[src/rtl/syn_fifo_param.sv]
// Parametrised single-clock FIFO with occupancy count, programmable almost flags,
// one-cycle overflow/underflow pulses, synchronous flush and registered or FWFT read.
module syn_fifo_param #(
  parameter int DATA_W   = 16,
  parameter int ADDR_W   = 4,
  parameter int AF_LEVEL = (1 << ADDR_W) - 2,
  parameter int AE_LEVEL = 2,
  parameter bit FWFT     = 1'b0
) (
  input  logic              sys_clk,
  input  logic              sys_rst,
  input  logic              clr,
  input  logic [DATA_W-1:0] data_in,
  input  logic              wr_req,
  input  logic              rd_req,
  output logic [DATA_W-1:0] data_out,
  output logic              data_valid,
  output logic              empty,
  output logic              full,
  output logic              almost_empty,
  output logic              almost_full,
  output logic [ADDR_W:0]   fill_count,
  output logic              overflow,
  output logic              underflow
);

  localparam int              DEPTH     = 1 << ADDR_W;
  localparam logic [ADDR_W:0] DEPTH_CNT = (ADDR_W+1)'(DEPTH);
  localparam logic [ADDR_W:0] AF_CNT    = (ADDR_W+1)'(AF_LEVEL);
  localparam logic [ADDR_W:0] AE_CNT    = (ADDR_W+1)'(AE_LEVEL);

  logic [DATA_W-1:0] mem [DEPTH];

  logic [ADDR_W-1:0] wr_ptr_q, wr_ptr_d;
  logic [ADDR_W-1:0] rd_ptr_q, rd_ptr_d;
  logic [ADDR_W:0]   count_q, count_d;
  logic              empty_q, empty_d;
  logic              full_q, full_d;
  logic              almost_empty_q, almost_empty_d;
  logic              almost_full_q, almost_full_d;
  logic              overflow_q, overflow_d;
  logic              underflow_q, underflow_d;
  logic              wr_acc, rd_acc;

  // NOTE: every always_comb output gets a default first, so no path can infer a latch.
  always_comb begin
    wr_acc   = wr_req & ~full_q & ~clr;
    rd_acc   = rd_req & ~empty_q & ~clr;
    wr_ptr_d = wr_ptr_q;
    rd_ptr_d = rd_ptr_q;
    count_d  = count_q;
    if (clr) begin
      wr_ptr_d = '0;
      rd_ptr_d = '0;
      count_d  = '0;
    end else begin
      if (wr_acc) wr_ptr_d = wr_ptr_q + ADDR_W'(1);
      if (rd_acc) rd_ptr_d = rd_ptr_q + ADDR_W'(1);
      count_d = count_q + (ADDR_W+1)'(wr_acc) - (ADDR_W+1)'(rd_acc);
    end
    // Flags follow the next count, so a flush lands them on their reset values.
    empty_d        = (count_d == '0);
    full_d         = (count_d == DEPTH_CNT);
    almost_empty_d = (count_d <= AE_CNT);
    almost_full_d  = (count_d >= AF_CNT);
    overflow_d     = wr_req & full_q & ~clr;
    underflow_d    = rd_req & empty_q & ~clr;
  end

  // NOTE: sequential state uses non-blocking assignments so every flop samples pre-edge values.
  always_ff @(posedge sys_clk or posedge sys_rst) begin
    if (sys_rst) begin
      wr_ptr_q       <= '0;
      rd_ptr_q       <= '0;
      count_q        <= '0;
      empty_q        <= 1'b1;
      full_q         <= 1'b0;
      almost_empty_q <= 1'b1;
      almost_full_q  <= 1'b0;
      overflow_q     <= 1'b0;
      underflow_q    <= 1'b0;
    end else begin
      wr_ptr_q       <= wr_ptr_d;
      rd_ptr_q       <= rd_ptr_d;
      count_q        <= count_d;
      empty_q        <= empty_d;
      full_q         <= full_d;
      almost_empty_q <= almost_empty_d;
      almost_full_q  <= almost_full_d;
      overflow_q     <= overflow_d;
      underflow_q    <= underflow_d;
    end
  end

  // NOTE: storage has no reset; stale words are unreachable once the pointers are cleared.
  always_ff @(posedge sys_clk) begin
    if (wr_acc) mem[wr_ptr_q] <= data_in;
  end

  if (FWFT) begin : g_fwft
    assign data_out   = mem[rd_ptr_q];
    assign data_valid = ~empty_q;
  end else begin : g_reg
    logic [DATA_W-1:0] data_out_q, data_out_d;
    logic              data_valid_q, data_valid_d;

    always_comb begin
      data_out_d   = data_out_q;
      data_valid_d = rd_acc;
      if (rd_acc) data_out_d = mem[rd_ptr_q];
    end

    always_ff @(posedge sys_clk or posedge sys_rst) begin
      if (sys_rst) begin
        data_out_q   <= '0;
        data_valid_q <= 1'b0;
      end else begin
        data_out_q   <= data_out_d;
        data_valid_q <= data_valid_d;
      end
    end

    assign data_out   = data_out_q;
    assign data_valid = data_valid_q;
  end

  assign empty        = empty_q;
  assign full         = full_q;
  assign almost_empty = almost_empty_q;
  assign almost_full  = almost_full_q;
  assign fill_count   = count_q;
  assign overflow     = overflow_q;
  assign underflow    = underflow_q;

endmodule
[config.mk]
export PLATFORM = sky130hd
export DESIGN_NAME = syn_fifo_param
export DESIGN_NICKNAME = d
export VERILOG_FILES = /design/src/rtl/syn_fifo_param.sv
export SDC_FILE = /design/constraint.sdc
export NUM_CORES = 1
export LEC_CHECK = 0
export ABC_AREA = 1
export BUFFER_PORTS_ARGS = -buffer_cell sky130_fd_sc_hd__clkbuf_2
export CORE_UTILIZATION = 47
export CTS_BUF_LIST = sky130_fd_sc_hd__clkbuf_8
export DETAILED_ROUTE_END_ITERATION = 10
export SLEW_MARGIN = 10
export SYNTH_ARGS = -nofsm -noshare
export SYNTH_HDL_FRONTEND = slang
export SYNTH_SLANG_ARGS = --single-unit
[constraint.sdc]
create_clock -name sys_clk -period 3.2 [get_ports sys_clk]
set_input_delay 0.16 -clock sys_clk [delete_from_list [all_inputs] [get_ports sys_clk]]
set_output_delay 0.16 -clock sys_clk [all_outputs]
set_load 0.05 [all_outputs]
==> metrics list <==
- After clock tree synthesis, the clock-pin slew on the worst setup and hold paths is 0.06 ns.
- Hold violation total from the final report: 0
* Peak VDD IR: 0.525 mV
- Number of different library cells in the post-synthesis netlist: 28
- Total Nets Final: 1156
- Counting every sink on the clock net gives 292.
- Kind of critical path: reg -> reg
- Leakage component of the power: 5.34 nW
- Switching power total: 3.15 mW
- At the end of the flow the core is filled with cells to 53.7%.
- The floorplan step defined a core boundary enclosing 25100 sq um.
- The via count of the first global-routing pass was 7461.
- Final setup violation count: 0
* CP startpoint kind: flip-flop
- Routability-driven placement finished with a final weighted congestion of 0.796.
- Global routing used 30.4% of the available met1 tracks.
- The die covers 26100 sq um.
* # port buffers: 48
- After layout, the worst path uses 83.6% of the clock period.
* Switching power share of the total: 33.1%
- The number of setup buffers added after CTS is 0.
- For this run, global-route usage on met2 was measured as 36.8%.
- Critical path capture point type: flip-flop
* Number of top-level design ports: 49
- At the worst endpoint, the required time is 3.68 ns.
- Leaving out fill and tap cells, the most frequent cells in the layout are sky130_fd_sc_hd__nand2_1 (406), sky130_fd_sc_hd__edfxtp_1 (256), sky130_fd_sc_hd__nand3_1 (183).
- Number of cells produced by synthesis: 1044
- Maximum number of pins on one net before global-route repair: 132
- Layer with the highest usage: met2
* Combinational share of power: 22.9%
- The first global-routing pass estimated 43400 um of wire.
- The clock passes through at most 3 buffers.
* Post-Route Setup TNS: 0 ns
- Top achievable clock speed: 0.374 GHz
* Remaining max-slew budget at the tightest pin: 56.6%
- CTS H-Tree Depth: 2
- Global-route total usage across every layer: 22.5%
- The flow ran to the end, and the final reports show no timing, DRC or antenna violations.
- Cell internal power was estimated by the tool at 6.35 mW.
- Slew Viols, Final: 0
- Area growth from synthesis to final layout: 12.6%
- Across the run, the number of max-cap violations was 0.
- The count of nets left with antenna violations once routing finished came out at 0.
- Top area cells in the synthesized netlist: sky130_fd_sc_hd__edfxtp_1 (64%), sky130_fd_sc_hd__nand2_1 (13%), sky130_fd_sc_hd__nand3_1 (7.6%)
* Die outline width: 162 um
* Mean number of vias per cell: 5.28
* Global-route track usage on met3: 3.62%
* Mapped Area: 12000 sq um
- Worst Skew: 0.0131 ns
- Post-Synthesis Net Count: 1076
- The share of the Yosys chip area taken by registers is 71.8%.
- The largest total area in the synthesized netlist belongs to sky130_fd_sc_hd__edfxtp_1.
* Final routed wirelength across all metal layers: 28600 um
- After synthesis the netlist holds a flip-flop and latch count of 292.
- After legalization and detailed placement, the total HPWL measured 15600 um.
- CTS root buffer: sky130_fd_sc_hd__clkbuf_8
- The min-delay analysis places its worst path in the category in -> reg.
* Number of DRC markers after the initial detailed-route iteration: 561
- Setup repair after global routing missed its margin: no
- For this design the ratio of total power to cell area is 705 nW/um^2.
- Effective utilization at floorplan: 47.7%
- In the final routed layout, each cell accounts on average for 19.2 um.
- Final worst path period need: 2.68 ns
- For the worst-skew pair, the clock arrives at the later sink with an insertion delay of 0.55 ns.
- Leaving out fill and tap cells, the most frequent cell in the layout is sky130_fd_sc_hd__nand2_1.
- Pin slew with the least headroom to its limit: 0.650 ns
- The number of antenna violations at the first check in global routing was 0.
* Number of clock buffers inserted by TritonCTS: 48
- Syn_area_per_cell: 11.5 sq um
- Detailed-route DRC error count: 0
* WP data arrival: 3.15 ns
* Fraction of post-synthesis cell area in the top cell type by area: 64.2%
* Cell Rows: 58
* Inserted Diodes: 0
* Number of fillers in the final layout: 2206
- Worst slack on hold paths: 0.0228 ns
- Clock share of power: 29.8%
- Along the worst path, the maximum fanout reaches 7.
- Total power consumption of the routed design: 9.50 mW
* Flop pwr share: 47.3%
- Synthesis Warnings: 0
- TritonCTS built the clock tree.
* Overflow left after global routing: 0
* TritonRoute pass-1 iters: 5
- Across all layers, the routed design uses 7861 vias.
- The die is 162 um tall.
- Share of post-route cells with drive strength above 1: 13.8%
area by class of cell:
| class | count | area [sq um] | area share [%] |
|---|---|---|---|
| Multi-Input combinational cell | 664 | 2970 | 22.0 |
| Tap cell | 330 | 413 | 3.06 |
| Clock inverter | 36 | 144 | 1.07 |
| Inverter | 35 | 134 | 0.993 |
| Timing Repair Buffer | 83 | 538 | 3.99 |
| Sequential cell | 292 | 8600 | 63.8 |
| Clock buffer | 50 | 688 | 5.10 |
Yosys cell counts:
master                     number
sky130_fd_sc_hd__xnor2_1        1
sky130_fd_sc_hd__buf_4          9
sky130_fd_sc_hd__buf_8          1
sky130_fd_sc_hd__clkbuf_1       5
sky130_fd_sc_hd__buf_6         10
sky130_fd_sc_hd__nor2_1        21
sky130_fd_sc_hd__fa_1           1
sky130_fd_sc_hd__nor2_2         2
sky130_fd_sc_hd__inv_4          1
sky130_fd_sc_hd__a21oi_1       15
sky130_fd_sc_hd__a211oi_1       2
sky130_fd_sc_hd__o21ai_0        5
sky130_fd_sc_hd__nor3_1        15
sky130_fd_sc_hd__nand2_1      406
sky130_fd_sc_hd__edfxtp_1     256
sky130_fd_sc_hd__ha_1          10
sky130_fd_sc_hd__inv_2          3
sky130_fd_sc_hd__dfrtp_1       34
sky130_fd_sc_hd__clkbuf_2       1
sky130_fd_sc_hd__clkinv_1       2
sky130_fd_sc_hd__buf_2         22
sky130_fd_sc_hd__inv_1         29
sky130_fd_sc_hd__dfstp_2        2
sky130_fd_sc_hd__buf_1          5
sky130_fd_sc_hd__nor2_4         1
sky130_fd_sc_hd__o211ai_1       1
sky130_fd_sc_hd__a31oi_1        1
sky130_fd_sc_hd__nand3_1      183
cell families (layout without fill, tap and decap cells):
| family | count (synthesis) | after routing | synth area share (%) |
|---|---|---|---|
| xor gates and xnor gates | 1 | 1 | 0.0732 |
| and+or+nand+nor | 628 | 628 | 21.9 |
| DFF | 292 | 292 | 71.8 |
| adders and majority gates | 11 | 11 | 1.21 |
| AOI/OAI and AO/OA | 24 | 24 | 1.08 |
| buffers and inverters | 88 | 204 | 4.02 |
power groups by stage:
stage	logic, mW	clock network (mW)	registers, mW
after floorplan	1.14	0	5.07
after detailed placement	2.18	0	4.57
after CTS	2.20	2.89	4.49
final	2.18	2.83	4.50
after global routing	2.41	3.05	4.51
after global placement	2.17	0	4.57
metal layers:
metal / vias up / wire (um)
met1: 3776 / 12500
met3: 62 / 1660
met2: 278 / 13600
met4: 0 / 845
li1: 3745 / -
met5: - / 0
worst max-delay path, stage by stage (launching register included):
cell,delay [ns]
sky130_fd_sc_hd__dfrtp_1,0.39
sky130_fd_sc_hd__nor2_1,0.19
sky130_fd_sc_hd__inv_1,0.15
sky130_fd_sc_hd__nor2_1,0.15
sky130_fd_sc_hd__inv_1,0.16
sky130_fd_sc_hd__ha_1,0.32
sky130_fd_sc_hd__inv_1,0.04
sky130_fd_sc_hd__ha_1,0.20
sky130_fd_sc_hd__fa_1,0.42
sky130_fd_sc_hd__nand2_1,0.09
sky130_fd_sc_hd__nand2_1,0.06
sky130_fd_sc_hd__nand2_1,0.07
sky130_fd_sc_hd__nand3_1,0.08
sky130_fd_sc_hd__nand3_1,0.12
sky130_fd_sc_hd__nand3_1,0.09
sky130_fd_sc_hd__nor2_1,0.11
final timing paths:
check	from	endpoint	depth (start not counted)	slack [ns]
worst max-delay path	full	almost_empty	15	0.52
worst min-delay path	data_in[0]	mem[11][0]	1	0.02
worst max register to register	full	almost_empty	15	0.52
worst min register to register	data_out[7]	data_out[7]	2	0.48
max in group asynchronous	sys_rst	almost_empty	4	2.59
min in group asynchronous	sys_rst	data_out[12]	4	0.25
per-stage QoR:
| stage | worst slack [ns] | area (sq um) | instances |
|---|---|---|---|
| global route | 0.215 | 13500 | 1490 |
| detailed placement | 0.533 | 12600 | 1400 |
| global placement | 0.574 | 12600 | 1400 |
| floorplan | 0.525 | 12000 | 1044 |
| finish | 0.524 | 13500 | 1490 |
| CTS | 0.509 | 13500 | 1490 |
sequential cells by signal, indices dropped and copies added, names as in the netlist:
| signal | flops |
|---|---|
| almost_empty | 1 |
| overflow | 1 |
| wr_ptr_q | 4 |
| data_valid | 1 |
| almost_full | 1 |
| underflow | 1 |
| full | 1 |
| empty | 1 |
| rd_ptr_q | 4 |
| data_out | 16 |
| fill_count | 5 |
| mem | 256 |
repair_timing:
| item | CTS | global route |
|---|---|---|
| hold buffers | 4 | 0 |
| resized for setup | 0 | 0 |
| endpoints found under the hold margin | 47 | 0 |
No activity file was read; power rests on OpenSTA's default activity.
